$ cat src/rtl/ddr3_cmd_pkg.sv
// Shared definitions for the DDR3 AXIS command parser: opcodes, header size,
// FSM state encoding and the saturating counter helper.
package ddr3_cmd_pkg;

  localparam logic [7:0] OP_WRITE   = 8'h01;
  localparam logic [7:0] OP_READ    = 8'h02;
  localparam int         HDR_LEN    = 6;
  localparam int         WORD_BYTES = 4;

  typedef enum logic [2:0] {
    ST_IDLE,
    ST_ADDR,
    ST_LEN,
    ST_REQ,
    ST_DATA,
    ST_WORD,
    ST_DROP
  } state_t;

  function automatic logic [15:0] sat_inc(input logic [15:0] v, input logic en);
    return (en && (v != 16'hFFFF)) ? v + 16'd1 : v;
  endfunction

endpackage

$ cat src/rtl/axis_byte_packer.sv
// Packs bytes little-endian into a 32-bit word and tracks which lanes hold data.
// fill_o flags the push that completes the word.
module axis_byte_packer
  import ddr3_cmd_pkg::*;
(
  input  logic                    clock,
  input  logic                    arst_n,
  input  logic                    clr_i,
  input  logic                    push_i,
  input  logic [7:0]              byte_i,
  output logic                    fill_o,
  output logic [8*WORD_BYTES-1:0] data_o,
  output logic [WORD_BYTES-1:0]   mask_o
);

  logic [8*WORD_BYTES-1:0] data_q, data_d;
  logic [WORD_BYTES-1:0]   mask_q, mask_d;
  logic [1:0]              idx_q, idx_d;

  always_comb begin
    data_d = data_q;
    mask_d = mask_q;
    idx_d  = idx_q;
    if (clr_i) begin
      data_d = '0;
      mask_d = '0;
      idx_d  = '0;
    end else if (push_i) begin
      data_d[{idx_q, 3'b000} +: 8] = byte_i;
      mask_d[idx_q]                = 1'b1;
      idx_d                        = idx_q + 2'd1;
    end
  end

  always_ff @(posedge clock or negedge arst_n) begin
    if (!arst_n) begin
      data_q <= '0;
      mask_q <= '0;
      idx_q  <= '0;
    end else begin
      data_q <= data_d;
      mask_q <= mask_d;
      idx_q  <= idx_d;
    end
  end

  assign fill_o = push_i && (idx_q == 2'd3);
  assign data_o = data_q;
  assign mask_o = mask_q;

endmodule

$ cat src/rtl/ddr3_axis_cmd_parser.sv
// Parses USB bulk-OUT byte packets into DDR3 read/write requests plus write words.
// Define CMD_PARSER_STATS_EN to build the saturating command/error counters.
module ddr3_axis_cmd_parser
  import ddr3_cmd_pkg::*;
#(
  parameter int ADDR_WIDTH = 27,
  parameter int DATA_WIDTH = 32
) (
  input  logic                    clock,
  input  logic                    arst_n,
  input  logic                    s_tvalid,
  output logic                    s_tready,
  input  logic                    s_tlast,
  input  logic                    s_tkeep,
  input  logic [7:0]              s_tdata,
  output logic                    req_valid,
  input  logic                    req_ready,
  output logic                    req_write,
  output logic [ADDR_WIDTH-1:0]   req_addr,
  output logic [7:0]              req_len,
  output logic                    wr_valid,
  input  logic                    wr_ready,
  output logic                    wr_last,
  output logic [DATA_WIDTH/8-1:0] wr_mask,
  output logic [DATA_WIDTH-1:0]   wr_data,
  output logic                    err_o,
  output logic [15:0]             cmd_count_o,
  output logic [15:0]             err_count_o
);

  state_t                state_q, state_d;
  logic                  s_tready_q, s_tready_d;
  logic [2:0]            hdr_cnt_q, hdr_cnt_d;
  logic                  req_valid_q, req_valid_d;
  logic                  req_write_q, req_write_d;
  logic [ADDR_WIDTH-1:0] req_addr_q, req_addr_d;
  logic [7:0]            req_len_q, req_len_d;
  logic                  wr_valid_q, wr_valid_d;
  logic                  wr_last_q, wr_last_d;
  logic [7:0]            word_q, word_d;
  logic                  last_seen_q, last_seen_d;
  logic                  err_q, err_d;
  logic                  beat, last_word;
  logic                  pk_push, pk_clr, pk_fill;

  assign beat      = s_tvalid && s_tready_q;
  assign last_word = (word_q == req_len_q);

  axis_byte_packer u_packer (
    .clock  (clock),
    .arst_n (arst_n),
    .clr_i  (pk_clr),
    .push_i (pk_push),
    .byte_i (s_tdata),
    .fill_o (pk_fill),
    .data_o (wr_data),
    .mask_o (wr_mask)
  );

  always_comb begin
    state_d     = state_q;
    hdr_cnt_d   = hdr_cnt_q;
    req_valid_d = req_valid_q;
    req_write_d = req_write_q;
    req_addr_d  = req_addr_q;
    req_len_d   = req_len_q;
    wr_valid_d  = wr_valid_q;
    wr_last_d   = wr_last_q;
    word_d      = word_q;
    last_seen_d = last_seen_q;
    err_d       = 1'b0;
    pk_push     = 1'b0;
    pk_clr      = 1'b0;
    unique case (state_q)
      ST_IDLE: begin
        // keep=0 beats are ignored here, including their tlast
        if (beat && s_tkeep) begin
          last_seen_d = 1'b0;
          if ((s_tdata == OP_WRITE) || (s_tdata == OP_READ)) begin
            if (s_tlast) begin
              err_d = 1'b1;
            end else begin
              req_write_d = (s_tdata == OP_WRITE);
              req_addr_d  = '0;
              hdr_cnt_d   = 3'd1;
              state_d     = ST_ADDR;
            end
          end else begin
            err_d = 1'b1;
            if (!s_tlast) state_d = ST_DROP;
          end
        end
      end
      ST_ADDR: begin
        if (beat && s_tlast) begin
          err_d   = 1'b1;
          state_d = ST_IDLE;
        end else if (beat && s_tkeep) begin
          req_addr_d = {req_addr_q[ADDR_WIDTH-9:0], s_tdata};
          hdr_cnt_d  = hdr_cnt_q + 3'd1;
          if (hdr_cnt_q == 3'(HDR_LEN - 2)) state_d = ST_LEN;
        end
      end
      ST_LEN: begin
        if (beat && s_tkeep) begin
          req_len_d   = s_tdata;
          last_seen_d = s_tlast;
          word_d      = '0;
          req_valid_d = 1'b1;
          state_d     = ST_REQ;
        end else if (beat && s_tlast) begin
          err_d   = 1'b1;
          state_d = ST_IDLE;
        end
      end
      ST_REQ: begin
        if (req_ready) begin
          req_valid_d = 1'b0;
          if (!req_write_q) begin
            err_d   = !last_seen_q;
            state_d = last_seen_q ? ST_IDLE : ST_DROP;
          end else if (last_seen_q) begin
            // write packet ended on its header: close the burst with an empty word
            wr_valid_d = 1'b1;
            wr_last_d  = 1'b1;
            err_d      = 1'b1;
            state_d    = ST_WORD;
          end else begin
            state_d = ST_DATA;
          end
        end
      end
      ST_DATA: begin
        if (beat) begin
          pk_push = s_tkeep;
          if (s_tlast) begin
            last_seen_d = 1'b1;
            wr_valid_d  = 1'b1;
            wr_last_d   = 1'b1;
            err_d       = !(pk_fill && last_word);
            state_d     = ST_WORD;
          end else if (pk_fill) begin
            wr_valid_d = 1'b1;
            wr_last_d  = last_word;
            state_d    = ST_WORD;
          end
        end
      end
      ST_WORD: begin
        if (wr_ready) begin
          wr_valid_d = 1'b0;
          wr_last_d  = 1'b0;
          pk_clr     = 1'b1;
          if (wr_last_q) begin
            err_d   = !last_seen_q;
            state_d = last_seen_q ? ST_IDLE : ST_DROP;
          end else begin
            word_d  = word_q + 8'd1;
            state_d = ST_DATA;
          end
        end
      end
      ST_DROP: begin
        if (beat && s_tlast) state_d = ST_IDLE;
      end
      default: state_d = ST_IDLE;
    endcase
    s_tready_d = !(state_d inside {ST_REQ, ST_WORD});
  end

  always_ff @(posedge clock or negedge arst_n) begin
    if (!arst_n) begin
      state_q     <= ST_IDLE;
      s_tready_q  <= 1'b0;
      hdr_cnt_q   <= '0;
      req_valid_q <= 1'b0;
      req_write_q <= 1'b0;
      req_addr_q  <= '0;
      req_len_q   <= '0;
      wr_valid_q  <= 1'b0;
      wr_last_q   <= 1'b0;
      word_q      <= '0;
      last_seen_q <= 1'b0;
      err_q       <= 1'b0;
    end else begin
      state_q     <= state_d;
      s_tready_q  <= s_tready_d;
      hdr_cnt_q   <= hdr_cnt_d;
      req_valid_q <= req_valid_d;
      req_write_q <= req_write_d;
      req_addr_q  <= req_addr_d;
      req_len_q   <= req_len_d;
      wr_valid_q  <= wr_valid_d;
      wr_last_q   <= wr_last_d;
      word_q      <= word_d;
      last_seen_q <= last_seen_d;
      err_q       <= err_d;
    end
  end

`ifdef CMD_PARSER_STATS_EN
  logic [15:0] cmd_cnt_q, cmd_cnt_d;
  logic [15:0] err_cnt_q, err_cnt_d;

  always_comb begin
    cmd_cnt_d = sat_inc(cmd_cnt_q, req_valid_q && req_ready);
    err_cnt_d = sat_inc(err_cnt_q, err_q);
  end

  always_ff @(posedge clock or negedge arst_n) begin
    if (!arst_n) begin
      cmd_cnt_q <= '0;
      err_cnt_q <= '0;
    end else begin
      cmd_cnt_q <= cmd_cnt_d;
      err_cnt_q <= err_cnt_d;
    end
  end

  assign cmd_count_o = cmd_cnt_q;
  assign err_count_o = err_cnt_q;
`else
  assign cmd_count_o = 16'd0;
  assign err_count_o = 16'd0;
`endif

  assign s_tready  = s_tready_q;
  assign req_valid = req_valid_q;
  assign req_write = req_write_q;
  assign req_addr  = req_addr_q;
  assign req_len   = req_len_q;
  assign wr_valid  = wr_valid_q;
  assign wr_last   = wr_last_q;
  assign err_o     = err_q;

endmodule

$ cat config.mk
export PLATFORM = sky130hd
export DESIGN_NAME = ddr3_axis_cmd_parser
export DESIGN_NICKNAME = d
export VERILOG_FILES = /design/src/rtl/ddr3_cmd_pkg.sv /design/src/rtl/axis_byte_packer.sv /design/src/rtl/ddr3_axis_cmd_parser.sv
export SDC_FILE = /design/constraint.sdc
export NUM_CORES = 1
export LEC_CHECK = 0
export BUFFER_PORTS_ARGS = -buffer_cell sky130_fd_sc_hd__buf_2
export CORE_MARGIN = 2
export CORE_UTILIZATION = 53
export DETAILED_ROUTE_END_ITERATION = 12
export PLACE_DENSITY = 0.8
export SKIP_LAST_GASP = 1
export SYNTH_ARGS = -nofsm -noshare
export SYNTH_HDL_FRONTEND = slang
export SYNTH_HIERARCHICAL = 1
export SYNTH_SLANG_ARGS = --single-unit
$ cat constraint.sdc
create_clock -name clock -period 4.56 [get_ports clock]
set_input_delay 0.228 -clock clock [delete_from_list [all_inputs] [get_ports clock]]
set_output_delay 0.228 -clock clock [all_outputs]
set_load 0.02 [all_outputs]
# Word-level counts from Yosys, hierarchy flattened
# Index checks and enable logic that the tools add are counted.
dict set report classes {
  eq_ne 27
  magnitude_cmp 2
  n_shift 2
  muxes 81
  n_reduce_logical 25
  n_addsub 4
  bitwise_logic 2
  mul 0
  div 0
}
# op n
set op_table {}
lappend op_table {{$mux W27} 5}
lappend op_table {{$mux W3} 22}
lappend op_table {{$mux W32} 2}
lappend op_table {{$pmux W27 S2} 1}
lappend op_table {{$mux W1} 34}
lappend op_table {{$bwmux W32} 1}
lappend op_table {{$shift A8 B7 Y32 const A} 1}
lappend op_table {{$shiftx A8 B7 Y32} 1}
lappend op_table {{$ne A2 B2 Y1 const B} 13}
lappend op_table {{$mux W8} 3}
lappend op_table {{$pmux W3 S7} 1}
lappend op_table {{$pmux W8 S2} 1}
lappend op_table {{$eq A3 B3 Y1 const B} 5}
lappend op_table {{$reduce_bool A2 Y1} 5}
lappend op_table {{$eq A3 B2 Y1 const B} 3}
lappend op_table {{$pmux W1 S3} 3}
lappend op_table {{$add A8 B1 Y8 const B} 1}
lappend op_table {{$eq A8 B1 Y1 const B} 1}
lappend op_table {{$eq A8 B2 Y1 const B} 1}
lappend op_table {{$eq A8 B8 Y1} 1}
lappend op_table {{$mux W4} 2}
lappend op_table {{$reduce_and A4 Y1} 2}
lappend op_table {{$neg A5 Y7} 1}
lappend op_table {{$reduce_and A7 Y1} 1}
lappend op_table {{other kinds (23)} 32}
dict set report totals {
  ram_bits 0
  word_cells 158
  mem_count 0
  input_bits 15
  latch_bits 0
  rom_bits 0
  regBits 94
  output_inout_bits 109
}

# Logic depth before layout (Yosys ltp)
dict set report depth {
  ltp_word 11
  depth_mapped 9
  depth_no_buf 7
}

# Hierarchy
# The synthesis kept the hierarchy.
# module cells_each n_inst seq_area_each_um2 area_each_um2
set by_module_without_submodules {}
lappend by_module_without_submodules {ddr3_axis_cmd_parser 267 1 1401.3 2987.9}
lappend by_module_without_submodules {axis_byte_packer 138 1 950.9 1804.2}

# Worst setup path before layout
# OpenSTA, ideal clock, no wires.
dict set report synth_path {
  path_type {register to register}
  from {register state_q[2]}
  to {register wr_last_q, in the netlist wr_last}
  path_stages_with_launch 10
  n_path_buf 3
  t_arrival_ns 1.982
  setup_slack_ns 2.499
  required_ns 4.481
  period_less_slack_ns 2.061
  setup_time_ns 0.079
  path_cell_list {dfrtp_1 -> buf_2 -> nand2b_1 -> nor3_1 -> buf_2 -> buf_2 -> and2_1 -> o21ai_0 -> a21oi_1 -> mux2i_1}
}
dict set report synth_via {
  elab_chain_cells 5
  word_cells_on_any_way 14
  classes_between {eq/ne (9); mux (2); reduce/logical (3)}
}
# item line
set synth_rtl {}
lappend synth_rtl {{start: declaration} ddr3_axis_cmd_parser.sv:31} ;# state_t state_q, state_d;
lappend synth_rtl {{start signal: assignment} ddr3_axis_cmd_parser.sv:186} ;# state_q <= state_d;
lappend synth_rtl {{$eq A3 B3 Y1} ddr3_axis_cmd_parser.sv:74} ;# unique case (state_q)
lappend synth_rtl {{$mux W1} ddr3_axis_cmd_parser.sv:74}
lappend synth_rtl {{named net pk_push} ddr3_axis_cmd_parser.sv:44} ;# logic pk_push, pk_clr, pk_fill;
lappend synth_rtl {{$logic_and A1 B1 Y1} axis_byte_packer.sv:47} ;# assign fill_o = push_i && (idx_q == 2'd3);
lappend synth_rtl {{named net pk_fill} ddr3_axis_cmd_parser.sv:44}
lappend synth_rtl {{$ne A3 B3 Y1 (no source line)} --}
lappend synth_rtl {{$reduce_and A7 Y1 (no source line)} --}
lappend synth_rtl {{end signal: assignment} ddr3_axis_cmd_parser.sv:194} ;# wr_last_q <= wr_last_d;
lappend synth_rtl {{end: declaration} ddr3_axis_cmd_parser.sv:39} ;# logic wr_last_q, wr_last_d;
# The timed path passes the listed nets, and every way through them passes these cells.
# A chain may end at the register's enable or synchronous reset.

# Worst setup path in the final report
dict set report layout_path {
  from {register state_q[2]}
  to {register u_packer.data_q[29], in the netlist u_packer/data_o[29]}
}
dict set report layout_via {
  elab_chain_cells 3
  word_cells_on_any_way 6
  classes_between {eq/ne (2); mux (3); reduce/logical (1)}
}
# item line
set layout_rtl {}
lappend layout_rtl {{$eq A3 B3 Y1} ddr3_axis_cmd_parser.sv:74}
lappend layout_rtl {{$mux W1} ddr3_axis_cmd_parser.sv:74}
lappend layout_rtl {{named net pk_push} ddr3_axis_cmd_parser.sv:44}
lappend layout_rtl {{$reduce_bool A2 Y1 (no source line)} --}
lappend layout_rtl {{end signal: assignment} axis_byte_packer.sv:41} ;# data_q <= data_d;
lappend layout_rtl {{end: declaration} axis_byte_packer.sv:16} ;# logic [8*WORD_BYTES-1:0] data_q, data_d;
# The timed path passes the listed nets, and every way through them passes these cells.

==> metrics.txt <==
# TYPE chip_impl_metric gauge
chip_impl_metric{name="nFillCells",unit=""} 738
chip_impl_metric{name="post-synth-top-area-fraction",unit=""} 0.4909
chip_impl_metric{name="avgSynthCellArea",unit="µm²"} 11.83
chip_impl_metric{name="drt_iter0_drc",unit=""} 210
chip_impl_metric{name="final_layout_size_suffix_gt1_frac",unit=""} 0.3000
chip_impl_metric{name="post-cts-setup-buffer-count",unit=""} 0
chip_impl_metric{name="detailedPlace.worstSlack",unit="ps"} 1929
chip_impl_metric{name="max-clock-path-buffers",unit=""} 2
chip_impl_metric{name="areaGrowthSynthToFinish",unit="%"} 11.28
chip_impl_metric{name="cp_max_fo",unit=""} 17
chip_impl_info{name="grt_setup_unrepaired",value="false"} 1
chip_impl_info{name="min_to",value="req_valid"} 1
chip_impl_metric{name="layout.cell_area.non_filler",unit="µm²"} 5333
chip_impl_metric{name="p_seq_frac",unit=""} 0.428
chip_impl_metric{name="cts.reportedPaths.clkPinSlew",unit="ps"} 90
chip_impl_metric{name="final-hold-violation-count",unit=""} 0
chip_impl_metric{name="tns",unit="ps"} 0
chip_impl_metric{name="synth.cell_area",unit="µm²"} 4792
chip_impl_metric{name="num-nets-final",unit=""} 514
chip_impl_metric{name="place.port_buffers",unit=""} 91
chip_impl_info{name="hold_path_class",value="primary input to flop"} 1
chip_impl_info{name="worstHoldStart",value="req_ready"} 1
chip_impl_info{name="critical_path_class",value="flop to flop"} 1
chip_impl_metric{name="drt.antenna.violating_nets",unit=""} 0
chip_impl_metric{name="clock_sink_count",unit=""} 94
chip_impl_metric{name="first_global_vias",unit=""} 3352
chip_impl_info{name="tritoncts",value="done"} 1
chip_impl_metric{name="worst-endpoint-required",unit="ps"} 4860
chip_impl_metric{name="power.internal",unit="mW"} 1.828
chip_impl_metric{name="synth_seq_cells",unit=""} 94
chip_impl_info{name="dominantRegCellSynth",value="sky130_fd_sc_hd__dfrtp_1"} 1
chip_impl_metric{name="gpl.final_weighted_congestion",unit=""} 0.9130
chip_impl_metric{name="post_synth_num_cell_types",unit=""} 56
chip_impl_metric{name="timing.max_cap.violations",unit=""} 0
chip_impl_metric{name="fin_crit_sh",unit=""} 0.5895
chip_impl_metric{name="max_slew.worst_pin.slew",unit="ps"} 1202
chip_impl_metric{name="dr.pass1.iters",unit=""} 4
chip_impl_metric{name="p_switching",unit="mW"} 1.315
chip_impl_metric{name="synth.yosys.warnings",unit=""} 6
chip_impl_metric{name="share_comb_of_total_power",unit=""} 0.391
chip_impl_metric{name="cp_data_arrival_time",unit="ps"} 2980
chip_impl_metric{name="groute.usage.overall",unit=""} 0.2260
chip_impl_metric{name="power.total",unit="mW"} 3.142
chip_impl_metric{name="chipHeight",unit="µm"} 99.09
chip_impl_metric{name="power.share.switching",unit=""} 0.4183
chip_impl_metric{name="worstHoldPathCells",unit=""} 4
chip_impl_metric{name="finalClockSkew",unit="ps"} 12.19
chip_impl_metric{name="static_leakage_power",unit="nW"} 2.699
chip_impl_metric{name="insertion_delay",unit="ps"} 360
chip_impl_metric{name="via_count",unit=""} 3492
chip_impl_metric{name="final-seq-area",unit="µm²"} 2352
chip_impl_metric{name="core_region_area",unit="µm²"} 8763
chip_impl_info{name="yosysTopAreaCell",value="sky130_fd_sc_hd__dfrtp_1"} 1
chip_impl_metric{name="count_of_flip_flops_with_a_built_in_enable_after_synthesis",unit=""} 0
chip_impl_metric{name="avgViaCountPerCell",unit=""} 5.839
chip_impl_metric{name="finalMaxSlewViolations",unit=""} 0
chip_impl_info{name="synth_top_cells_by_area",value="sky130_fd_sc_hd__dfrtp_1 (49%), sky130_fd_sc_hd__buf_4 (5.3%), sky130_fd_sc_hd__a22o_1 (5.1%)"} 1
chip_impl_metric{name="drt_wl_total",unit="µm"} 10960
chip_impl_metric{name="routed_wire_length_per_instance",unit="µm"} 18.33
chip_impl_metric{name="initial_utilization",unit=""} 0.5468
chip_impl_metric{name="std_cell_rows",unit=""} 34
chip_impl_info{name="critical_path.startpoint_type",value="flop"} 1
chip_impl_metric{name="clock.fmax",unit="MHz"} 372.0
chip_impl_metric{name="multiInputGateArea",unit="µm²"} 2097
chip_impl_metric{name="finalCriticalPeriod",unit="ps"} 2688
chip_impl_metric{name="setup-violations-final",unit=""} 0
chip_impl_metric{name="tritoncts.num_buffers",unit=""} 9
chip_impl_info{name="r2r-end",value="u_packer/data_o[29]"} 1
chip_impl_metric{name="num_antenna_cells",unit=""} 0
chip_impl_metric{name="power.density_cell_area",unit="nW/µm²"} 589.3
chip_impl_metric{name="num_io_pins",unit=""} 124
chip_impl_metric{name="ff_to_ff_setup_slack",unit="ps"} 1870
chip_impl_metric{name="grt_start_max_net_pins",unit=""} 56
chip_impl_metric{name="die_area",unit="µm²"} 9818
chip_impl_metric{name="initial_antenna_violation_count",unit=""} 0
chip_impl_metric{name="pwr-share-clk",unit=""} 0.182
chip_impl_info{name="r2r-start",value="state_q[2]"} 1
chip_impl_metric{name="seq_area_frac_synth",unit=""} 0.4909
chip_impl_metric{name="die_w",unit="µm"} 99.09
chip_impl_info{name="crit_path_end_kind",value="flop"} 1
chip_impl_metric{name="share_of_flip_flops_with_an_asynchronous_set_or_reset",unit=""} 1.000
chip_impl_info{name="ctsRootBufferMaster",value="sky130_fd_sc_hd__clkbuf_8"} 1
chip_impl_info{name="run_status",value="complete, no violations"} 1
chip_impl_metric{name="post_route_setup_slack",unit="ps"} 1872
chip_impl_metric{name="grt_pass1_wl",unit="µm"} 17550
chip_impl_metric{name="dp_hpwl",unit="µm"} 7622
chip_impl_metric{name="post_synth_inst_count",unit=""} 405
chip_impl_metric{name="globalRoute.totalOverflow",unit=""} 0
chip_impl_metric{name="drc_errors",unit=""} 0
chip_impl_metric{name="reg2reg_depth",unit=""} 5
chip_impl_metric{name="worst_slew_margin_rel",unit=""} 0.1943
chip_impl_info{name="crit_start",value="state_q[2]"} 1
chip_impl_metric{name="vdd_drop_max",unit="V"} 0.0003621
chip_impl_metric{name="cts_max_level",unit=""} 3
chip_impl_metric{name="placed_area",unit="µm²"} 5114
metal layers:
metal / up-vias / part of all wire / wire [µm] / track usage
li1: 1584 / - / - / -
met1: 1734 / 0.44 / 4844 / 0.3293
met2: 155 / 0.47 / 5129 / 0.3384
met3: 19 / 0.073 / 805 / 0.05674
met4: 0 / 0.017 / 182 / 0.06428
met5: - / 0 / 0 / 0
worst max-delay path: stages, from the launching register on:
cell and delay [ps]:
sky130_fd_sc_hd__dfrtp_1 670, sky130_fd_sc_hd__nand2b_1 210, sky130_fd_sc_hd__nor3_2 840, sky130_fd_sc_hd__buf_4 340
sky130_fd_sc_hd__and4b_2 360, sky130_fd_sc_hd__a32o_1 200
metrics by stage:
stage	utilization	hold slack (ps)	cells
2_1_floorplan	-	-67.59	436
3_3_place_gp	0.5835	224.2	581
3_5_place_dp	0.5835	226.8	581
4_1_cts	0.6085	179.2	598
5_1_grt	0.6085	208.8	598
6_report	0.6085	185.0	598
cell type report:
| cell class | count | area share |
|---|---|---|
| clock buffers | 12 | 0.02909 |
| clock inverters | 4 | 0.01009 |
| well taps | 108 | 0.02534 |
| repair buffers | 95 | 0.09198 |
| flip-flops and latches | 94 | 0.4411 |
| inverters | 13 | 0.009151 |
| multi-input cells | 272 | 0.3932 |
cells in the mapped netlist, drive strengths merged (2+ instances only):
| master | n |
|---|---|
| mux2i | 4 |
| a21o | 3 |
| nor2 | 18 |
| nand4b | 10 |
| nand3 | 4 |
| nand2b | 4 |
| a21oi | 14 |
| clkbuf | 6 |
| nand3b | 2 |
| o22ai | 3 |
| a22o | 28 |
| xnor2 | 2 |
| nor3 | 5 |
| nor4 | 3 |
| a32o | 16 |
| and2 | 9 |
| ha | 14 |
| nand4 | 14 |
| xor2 | 15 |
| o21ai | 7 |
| nand2 | 12 |
| inv | 13 |
| and3 | 8 |
| dfrtp | 94 |
| o2111ai | 2 |
| buf | 51 |
| nor2b | 6 |
| o2bb2ai | 16 |
| mux2 | 8 |
kinds of logic after synthesis:
| logic type | count (synthesis) | share of synthesized area |
|---|---|---|
| multiplexers | 12 | 0.02716 |
| adder cells (fa/ha/maj) | 14 | 0.03655 |
| buffers and inverters | 70 | 0.09686 |
| AND/OR/NAND/NOR | 100 | 0.1295 |
| other | 1 | 0.0007825 |
| AO/OA/AOI/OAI | 97 | 0.1872 |
| XOR/XNOR | 17 | 0.03107 |
| flip-flops | 94 | 0.4909 |
power groups by stage:
stage                     Sequential, mW  Combinational (mW)  Clock (mW)
final                               1.34                1.23       0.571
after global routing                1.38                1.34       0.617
after CTS                           1.34                1.23       0.583
after detailed placement            1.35                1.22           0
after global placement              1.35                1.20           0
after floorplan                     1.50               0.758           0
registers in the layout (all words and copies together), names as in the netlist, 2 cells and up:
name             count
hdr_cnt_q            3
req_addr            27
req_len              8
state_q              3
u_packer/data_o     32
u_packer/idx_q       2
u_packer/mask_o      4
word_q               8
layout by cell type, fill, tap and decap left out, drive strengths merged, types with 2 or more instances in the layout:
cell / synthesis / layout
o2111ai: 2 / 2
nor4: 3 / 3
and3: 8 / 8
nor2: 18 / 18
nor2b: 6 / 6
buf: 51 / 94
nand2: 12 / 12
conb: 1 / 32
o21ai: 7 / 7
a32o: 16 / 16
a21o: 3 / 3
nand3: 4 / 4
a22o: 28 / 28
xor2: 15 / 15
o22ai: 3 / 3
inv: 13 / 14
nand4b: 10 / 10
dfrtp: 94 / 94
nand4: 14 / 14
and2: 9 / 9
nand3b: 2 / 2
clkbuf: 6 / 12
mux2i: 4 / 4
ha: 14 / 14
nand2b: 4 / 4
clkinvlp: 0 / 2
a21oi: 14 / 14
o2bb2ai: 16 / 16
mux2: 8 / 8
nor3: 5 / 5
xnor2: 2 / 2
how the worst max path moves through the flow:
stage | to | slack (ps)
global route | u_packer/data_o[24] | 1660
detailed placement | u_packer/data_o[29] | 1930
floorplan | wr_last | 2500
global placement | u_packer/data_o[28] | 2020
CTS | u_packer/data_o[29] | 1910
finish | u_packer/data_o[29] | 1870
repair_timing:
action / 4_1_cts / 5_1_grt
endpoints found under the hold margin: 39 / 0
gates resized for setup: 0 / 0
setup endpoints to repair: 0 / 0
hold buffers: 1 / 0
No activity file was read; power rests on OpenSTA's default activity.
